==> config.mk <==
export PLATFORM = sky130hd
export DESIGN_NAME = fetch_unit_flat
export DESIGN_NICKNAME = d
export VERILOG_FILES = /design/src/rtl/fetch_unit_pkg.sv /design/src/rtl/fetch_unit_if.sv /design/src/rtl/fetch_ifid_reg.sv /design/src/rtl/fetch_unit.sv /design/src/flat_wrapper.sv
export SDC_FILE = /design/constraint.sdc
export NUM_CORES = 1
export LEC_CHECK = 0
export CAP_MARGIN = 20
export CORE_MARGIN = 3
export CORE_UTILIZATION = 40
export DETAILED_ROUTE_END_ITERATION = 8
export GPL_TIMING_DRIVEN = 0
export PLACE_DENSITY = 0.67
export SLEW_MARGIN = 20
export SYNTH_ARGS = -nofsm -noshare
export SYNTH_HDL_FRONTEND = slang
export SYNTH_HIERARCHICAL = 1
export SYNTH_SLANG_ARGS = --single-unit
==> constraint.sdc <==
create_clock -name clk -period 9.4 [get_ports clk]
set_clock_uncertainty 0.2 [all_clocks]
set_input_delay 1.88 -clock clk [delete_from_list [all_inputs] [get_ports clk]]
set_output_delay 1.88 -clock clk [all_outputs]
set_load 0.03 [all_outputs]
==> src/rtl/fetch_unit_pkg.sv <==
// Shared definitions for the instruction-fetch stage: FSM encodings, the nop word
// and the IF/ID payload layout.
package fetch_unit_pkg;

    localparam logic [1:0] ST_FETCH = 2'd0;
    localparam logic [1:0] ST_HOLD  = 2'd1;
    localparam logic [1:0] ST_DROP  = 2'd2;

    localparam logic [31:0] NOP_INSTR = 32'h0000_0000;

    typedef struct packed {
        logic [31:0] instr;
        logic [31:0] pcplus4;
        logic        valid;
    } ifid_t;

    localparam ifid_t IFID_BUBBLE = '{instr: NOP_INSTR, pcplus4: 32'h0, valid: 1'b0};

    // Redirect targets are always word addresses; the low two bits are dropped.
    function automatic logic [31:0] word_align(input logic [31:0] addr);
        return addr & 32'hFFFF_FFFC;
    endfunction

    // PC+4 wraps modulo 2^32.
    function automatic logic [31:0] pc_inc(input logic [31:0] pc);
        return pc + 32'd4;
    endfunction

endpackage

==> src/rtl/fetch_unit_if.sv <==
// Instruction-memory request/response handshake between the fetch unit and imem.
interface fetch_unit_if #(
    parameter int DATA_W = 32
);
    logic              imem_req;
    logic [DATA_W-1:0] imem_addr;
    logic              imem_ready;
    logic [DATA_W-1:0] imem_rdata;

    modport master (
        output imem_req,
        output imem_addr,
        input  imem_ready,
        input  imem_rdata
    );

    modport slave (
        input  imem_req,
        input  imem_addr,
        output imem_ready,
        output imem_rdata
    );

endinterface

==> src/rtl/fetch_ifid_reg.sv <==
// IF/ID pipeline register: holds while disabled, otherwise loads either a real
// instruction or a bubble (all-zero payload).
module fetch_ifid_reg
    import fetch_unit_pkg::*;
(
    input  logic        clk,
    input  logic        reset,
    input  logic        i_en,
    input  logic        i_valid,
    input  logic [31:0] i_instr,
    input  logic [31:0] i_pcplus4,
    output logic [31:0] o_instr,
    output logic [31:0] o_pcplus4,
    output logic        o_valid
);

    ifid_t r_ifid;

    always_ff @(posedge clk or posedge reset) begin
        if (reset) begin
            r_ifid <= IFID_BUBBLE;
        end else if (i_en) begin
            if (i_valid) begin
                r_ifid.instr   <= i_instr;
                r_ifid.pcplus4 <= i_pcplus4;
                r_ifid.valid   <= 1'b1;
            end else begin
                r_ifid <= IFID_BUBBLE;
            end
        end
    end

    assign o_instr   = r_ifid.instr;
    assign o_pcplus4 = r_ifid.pcplus4;
    assign o_valid   = r_ifid.valid;

endmodule

==> src/rtl/fetch_unit.sv <==
// Instruction-fetch stage: PC, variable-latency imem handshake FSM and IF/ID register.
// Requests abandoned by a redirect are drained in DROP so stale data never reaches decode.
module fetch_unit
    import fetch_unit_pkg::*;
#(
    parameter logic [31:0] RESET_PC = 32'h0000_0000
) (
    input  logic         clk,
    input  logic         reset,
    input  logic         stallD,
    input  logic         pcsrcD,
    input  logic [31:0]  pcbranchD,
    fetch_unit_if.master imem,
    output logic [31:0]  instrD,
    output logic [31:0]  pcplus4D,
    output logic         validD,
    output logic [31:0]  pcF
);

    logic [1:0]  r_state;
    logic [31:0] r_pc;
    logic [31:0] r_buf;
    logic [31:0] r_dropaddr;

    logic        w_redir;
    logic [31:0] w_target;
    logic [31:0] w_pcplus4;
    logic        w_ld_valid;
    logic [31:0] w_ld_instr;
    logic [31:0] w_ld_pcplus4;

    assign w_redir   = pcsrcD & ~stallD;
    assign w_target  = word_align(pcbranchD);
    assign w_pcplus4 = pc_inc(r_pc);

    // Request is a level; reset gates it combinationally so memory sees it drop at once.
    assign imem.imem_req  = ~reset & ((r_state == ST_FETCH) | (r_state == ST_DROP));
    assign imem.imem_addr = (r_state == ST_DROP) ? r_dropaddr : r_pc;

    // Payload offered to IF/ID; anything not marked valid is loaded as a bubble.
    always_comb begin
        w_ld_valid   = 1'b0;
        w_ld_instr   = NOP_INSTR;
        w_ld_pcplus4 = 32'h0;
        case (r_state)
            ST_FETCH: begin
                if (!w_redir && imem.imem_ready) begin
                    w_ld_valid   = 1'b1;
                    w_ld_instr   = imem.imem_rdata;
                    w_ld_pcplus4 = w_pcplus4;
                end
            end
            ST_HOLD: begin
                if (!w_redir) begin
                    w_ld_valid   = 1'b1;
                    w_ld_instr   = r_buf;
                    w_ld_pcplus4 = w_pcplus4;
                end
            end
            default: begin
                w_ld_valid = 1'b0;
            end
        endcase
    end

    always_ff @(posedge clk or posedge reset) begin
        if (reset) begin
            r_state    <= ST_FETCH;
            r_pc       <= RESET_PC;
            r_buf      <= NOP_INSTR;
            r_dropaddr <= 32'h0;
        end else begin
            case (r_state)
                ST_FETCH: begin
                    if (w_redir) begin
                        r_pc <= w_target;
                        if (!imem.imem_ready) begin
                            r_dropaddr <= r_pc;
                            r_state    <= ST_DROP;
                        end
                    end else if (imem.imem_ready) begin
                        if (!stallD) begin
                            r_pc <= w_pcplus4;
                        end else begin
                            r_buf   <= imem.imem_rdata;
                            r_state <= ST_HOLD;
                        end
                    end
                end
                ST_HOLD: begin
                    if (w_redir) begin
                        r_pc    <= w_target;
                        r_buf   <= NOP_INSTR;
                        r_state <= ST_FETCH;
                    end else if (!stallD) begin
                        r_pc    <= w_pcplus4;
                        r_state <= ST_FETCH;
                    end
                end
                ST_DROP: begin
                    // The latest redirect wins; the drained response is simply ignored.
                    if (w_redir) begin
                        r_pc <= w_target;
                    end
                    if (imem.imem_ready) begin
                        r_state <= ST_FETCH;
                    end
                end
                default: begin
                    r_state <= ST_FETCH;
                end
            endcase
        end
    end

    fetch_ifid_reg u_ifid (
        .clk       (clk),
        .reset     (reset),
        .i_en      (~stallD),
        .i_valid   (w_ld_valid),
        .i_instr   (w_ld_instr),
        .i_pcplus4 (w_ld_pcplus4),
        .o_instr   (instrD),
        .o_pcplus4 (pcplus4D),
        .o_valid   (validD)
    );

    assign pcF = r_pc;

endmodule
==> src/flat_wrapper.sv <==
// flat-port wrapper written by rule: the top's interface ports become plain ports
module fetch_unit_flat import fetch_unit_pkg::*;
#(
    parameter logic [31:0] RESET_PC = 32'h0000_0000
)
  (clk, reset, stallD, pcsrcD, pcbranchD, instrD, pcplus4D, validD, pcF, imem_imem_req, imem_imem_addr, imem_imem_ready, imem_imem_rdata);
  fetch_unit_if imem_i ();
  input  logic clk;
  input  logic reset;
  input  logic stallD;
  input  logic pcsrcD;
  input  logic [31:0] pcbranchD;
  output logic [31:0] instrD;
  output logic [31:0] pcplus4D;
  output logic validD;
  output logic [31:0] pcF;
  output wire logic [$bits(imem_i.imem_req)-1:0] imem_imem_req;
  output wire logic [$bits(imem_i.imem_addr)-1:0] imem_imem_addr;
  input wire logic [$bits(imem_i.imem_ready)-1:0] imem_imem_ready;
  input wire logic [$bits(imem_i.imem_rdata)-1:0] imem_imem_rdata;
  assign imem_imem_req = imem_i.imem_req;
  assign imem_imem_addr = imem_i.imem_addr;
  assign imem_i.imem_ready = imem_imem_ready;
  assign imem_i.imem_rdata = imem_imem_rdata;
  fetch_unit #(.RESET_PC(RESET_PC)) u_core (.clk(clk), .reset(reset), .stallD(stallD), .pcsrcD(pcsrcD), .pcbranchD(pcbranchD), .imem(imem_i), .instrD(instrD), .pcplus4D(pcplus4D), .validD(validD), .pcF(pcF));
endmodule
==> summary.txt <==
Die
  • Die width: 145 µm
  • FP Rows: 50
  • Die area: 21,100 µm²
  • Die Y: 145 µm
  • I/O pin total: 199
  • Core area: 18,900 µm²
  • Initial Utilization: 0.410

Timing
  • Final TNS setup: 0 ns
  • Final Max Slew Viols: 0
  • Worst-Margin Slew: 0.772 ns
  • FMAX: 0.188 GHz
  • Final Hold Fails: 0
  • Final setup margin: 4.08 ns
  • Fin crit period: 5.32 ns
  • Setup violators final: 0
  • Final worst-path cycle share: 0.565
  • RSZ-0062 raised after global routing: false
  • Slew Limit Headroom: 0.485

Worst setup path
  • Critical-path maximum fanout: 3
  • Critical path arrival: 3.24 ns
  • R2R cell count: 9
  • R2r endpoint: u_core/u_ifid/o_pcplus4[5]
  • Critical Path RT: 7.32 ns
  • Worst r2r src: u_core/r_state[0]
  • Startpoint Class: input port
  • Worst setup EP type: output port
  • Crit path launch: reset
  • CP endpoint: imem_imem_req
  • Reg-to-reg slack, setup: 6.34 ns
  • Setup Crit Path Kind: input port to output port

Pwr
  • Maximum VDD drop: 0.000133 V
  • Clock network power share: 0.280
  • Leakage: 4.58 nW
  • Internal power: 0.00178 W
  • Sw Ratio: 0.345
  • Power Dens Cells: 253 nW/µm²
  • Part of the power in registers: 0.353
  • Combinational Power Share: 0.368
  • Sw Pwr: 0.000938 W

Place
  • Final GP Congestion: 0.856
  • Hpwl dp: 16,700 µm
  • Dpl ws: 4.08 ns
  • Port-buffer cells: 192
  • Placed Area: 10,100 µm²

Finish
  • Layout Nets: 979
  • Post-route core utilization: 0.568
  • Design Area, Final: 10,700 µm²
  • Synthesis-to-layout area growth: 38.4%
  • Layout cells sized above 1: 0.150
  • Fillers: 1,646
  • Ant diodes: 0

Yosys
  • Yosys Warn Count: 6
  • Synth Register Bits: 159
  • Cells after Synth: 691
  • Mapped Area: 7750 µm²
  • Top area cells in the synthesized netlist: dfrtp_1 (51%), a22o_1 (15%), mux2_2 (8.0%)
  • Cell taking the most area after synthesis: dfrtp_1
  • Most frequent cell after synthesis: dfrtp_1
  • Post-synthesis async set-or-reset flop share: 1.00
  • Top_reg_cell synth: dfrtp_1
  • Yosys cell types: 50
  • Share of the synthesized area in the top cell type: 0.513
  • Synth Area per Inst: 11.2 µm²
  • Synth cell count leaders: dfrtp_1 (159), a22o_1 (130), mux2_2 (55)
  • EDFF count, synth: 0
  • Sequential share of the synthesized area: 0.513

GRT
  • Initial antenna violation count: 0
  • Largest net degree at the start of global routing: 65
  • Total grt overflow: 0
  • Vias in the first global route: 6,407
  • GRT Util Overall: 0.215
  • First-pass GRT wire length: 36,300 µm

Clock tree
  • CTS Sinks: 159
  • # hold bufs at CTS: 0
  • Post-CTS resize count: 0
  • Htree depth: 4
  • CTS root buf: clkbuf_16
  • Clk Latency, worst-skew pair: 0.42 ns
  • Clock buffer depth: 2
  • Clock transition at path regs: 0.06 ns
  • TritonCTS clock tree: built
  • Post-CTS setup buffer count: 0
  • Cts bufs inserted: 17

Detailed routing
  • # DRC: 0
  • Drt wl/cell: 19.3 µm
  • Antenna-violating nets left: 0
  • Vias: 6,413
  • Initial DRC Count: 417
  • Pre-Repair DR Iteration Count: 5
  • Final WL: 22,800 µm
  • Via-per-instance ratio: 5.43

Job
  • Reported max-cap violation count: 0

Hold path
  • HP Class: flop to flop

Run status
  • Status: completed
## layer usage
metal | share of wire | GRT usage | vias to the layer above
met5 | 0 | 0 | -
met4 | 0.016 | 0.0575 | 0
met3 | 0.072 | 0.0597 | 31
met2 | 0.46 | 0.335 | 260
met1 | 0.46 | 0.297 | 3114
li1 | - | - | 3008
## logic make-up (layout without fill, tap and decap cells)
family / Yosys count / after routing / synth area share
AOI/OAI and AO/OA: 217 / 217 / 0.217
xor gates and xnor gates: 28 / 28 / 0.0316
adders and majority gates: 1 / 1 / 0.00161
buffers and inverters: 79 / 303 / 0.0500
DFF: 159 / 159 / 0.513
muxes: 60 / 60 / 0.0868
other: 1 / 6 / 0.000484
and+or+nand+nor: 146 / 146 / 0.0994
## worst max-delay path: stages
cell and delay, ns:
clkdlybuf4s50_1 0.54, nor2_1 0.13, clkdlybuf4s50_1 0.68
## state kept, by name, summed over array words and instances, names as in the netlist
name / cells
u_core/pcF: 30
u_core/r_buf: 32
u_core/r_dropaddr: 30
u_core/r_state: 2
u_core/u_ifid/o_instr: 32
u_core/u_ifid/o_pcplus4: 32
u_core/u_ifid/o_valid: 1
## stage by stage
stage          instances  total power (W)  hold slack (ns)
6_report            1180          0.00272            0.277
3_3_place_gp        1148          0.00195            0.263
5_1_grt             1180          0.00285            0.300
4_1_cts             1180          0.00274            0.281
3_5_place_dp        1150          0.00196            0.268
2_1_floorplan        696          0.00158            0.252
## layout by cell type, fill, tap and decap left out, drive strengths merged, types with 9 or more instances in the layout
cell	count
clkbuf	49
xnor2	9
a2bb2oi	13
clkdlybuf4s50	192
buf	43
nand2	38
nand4	13
xor2	19
mux2	58
a21oi	25
nand3	17
nor2	45
a22o	130
o21ai	18
dfrtp	159
o22ai	15
## power groups by stage
stage          clock, W  combinational [W]  sequential [W]
2_1_floorplan         0           0.000511         0.00107
3_3_place_gp          0           0.000988        0.000965
3_5_place_dp          0           0.000996        0.000968
4_1_cts        0.000778            0.00100        0.000958
5_1_grt        0.000804            0.00106        0.000981
6_report       0.000760            0.00100        0.000958
## cell type report
class	count	area (µm²)	area share
buffer	71	358	0.0333
clock buffer	19	433	0.0403
clock inverter	11	215	0.0201
inverter	8	37.5	0.00350
multi-input combinational	458	3410	0.318
sequential	159	3980	0.371
tap	260	325	0.0303
timing repair buffer	194	1970	0.184
## worst min path at each step
stage | startpoint | to | slack (ns) | depth (start not counted)
2_1_floorplan | u_core/r_dropaddr[7] | u_core/r_dropaddr[7] | 0.25 | 1
3_3_place_gp | u_core/r_dropaddr[7] | u_core/r_dropaddr[7] | 0.26 | 1
3_5_place_dp | u_core/u_ifid/o_valid | u_core/u_ifid/o_valid | 0.27 | 1
4_1_cts | u_core/u_ifid/o_valid | u_core/u_ifid/o_valid | 0.28 | 1
5_1_grt | u_core/r_dropaddr[9] | u_core/r_dropaddr[9] | 0.30 | 1
6_report | u_core/u_ifid/o_valid | u_core/u_ifid/o_valid | 0.28 | 1
No activity file was read; power rests on OpenSTA's default activity.
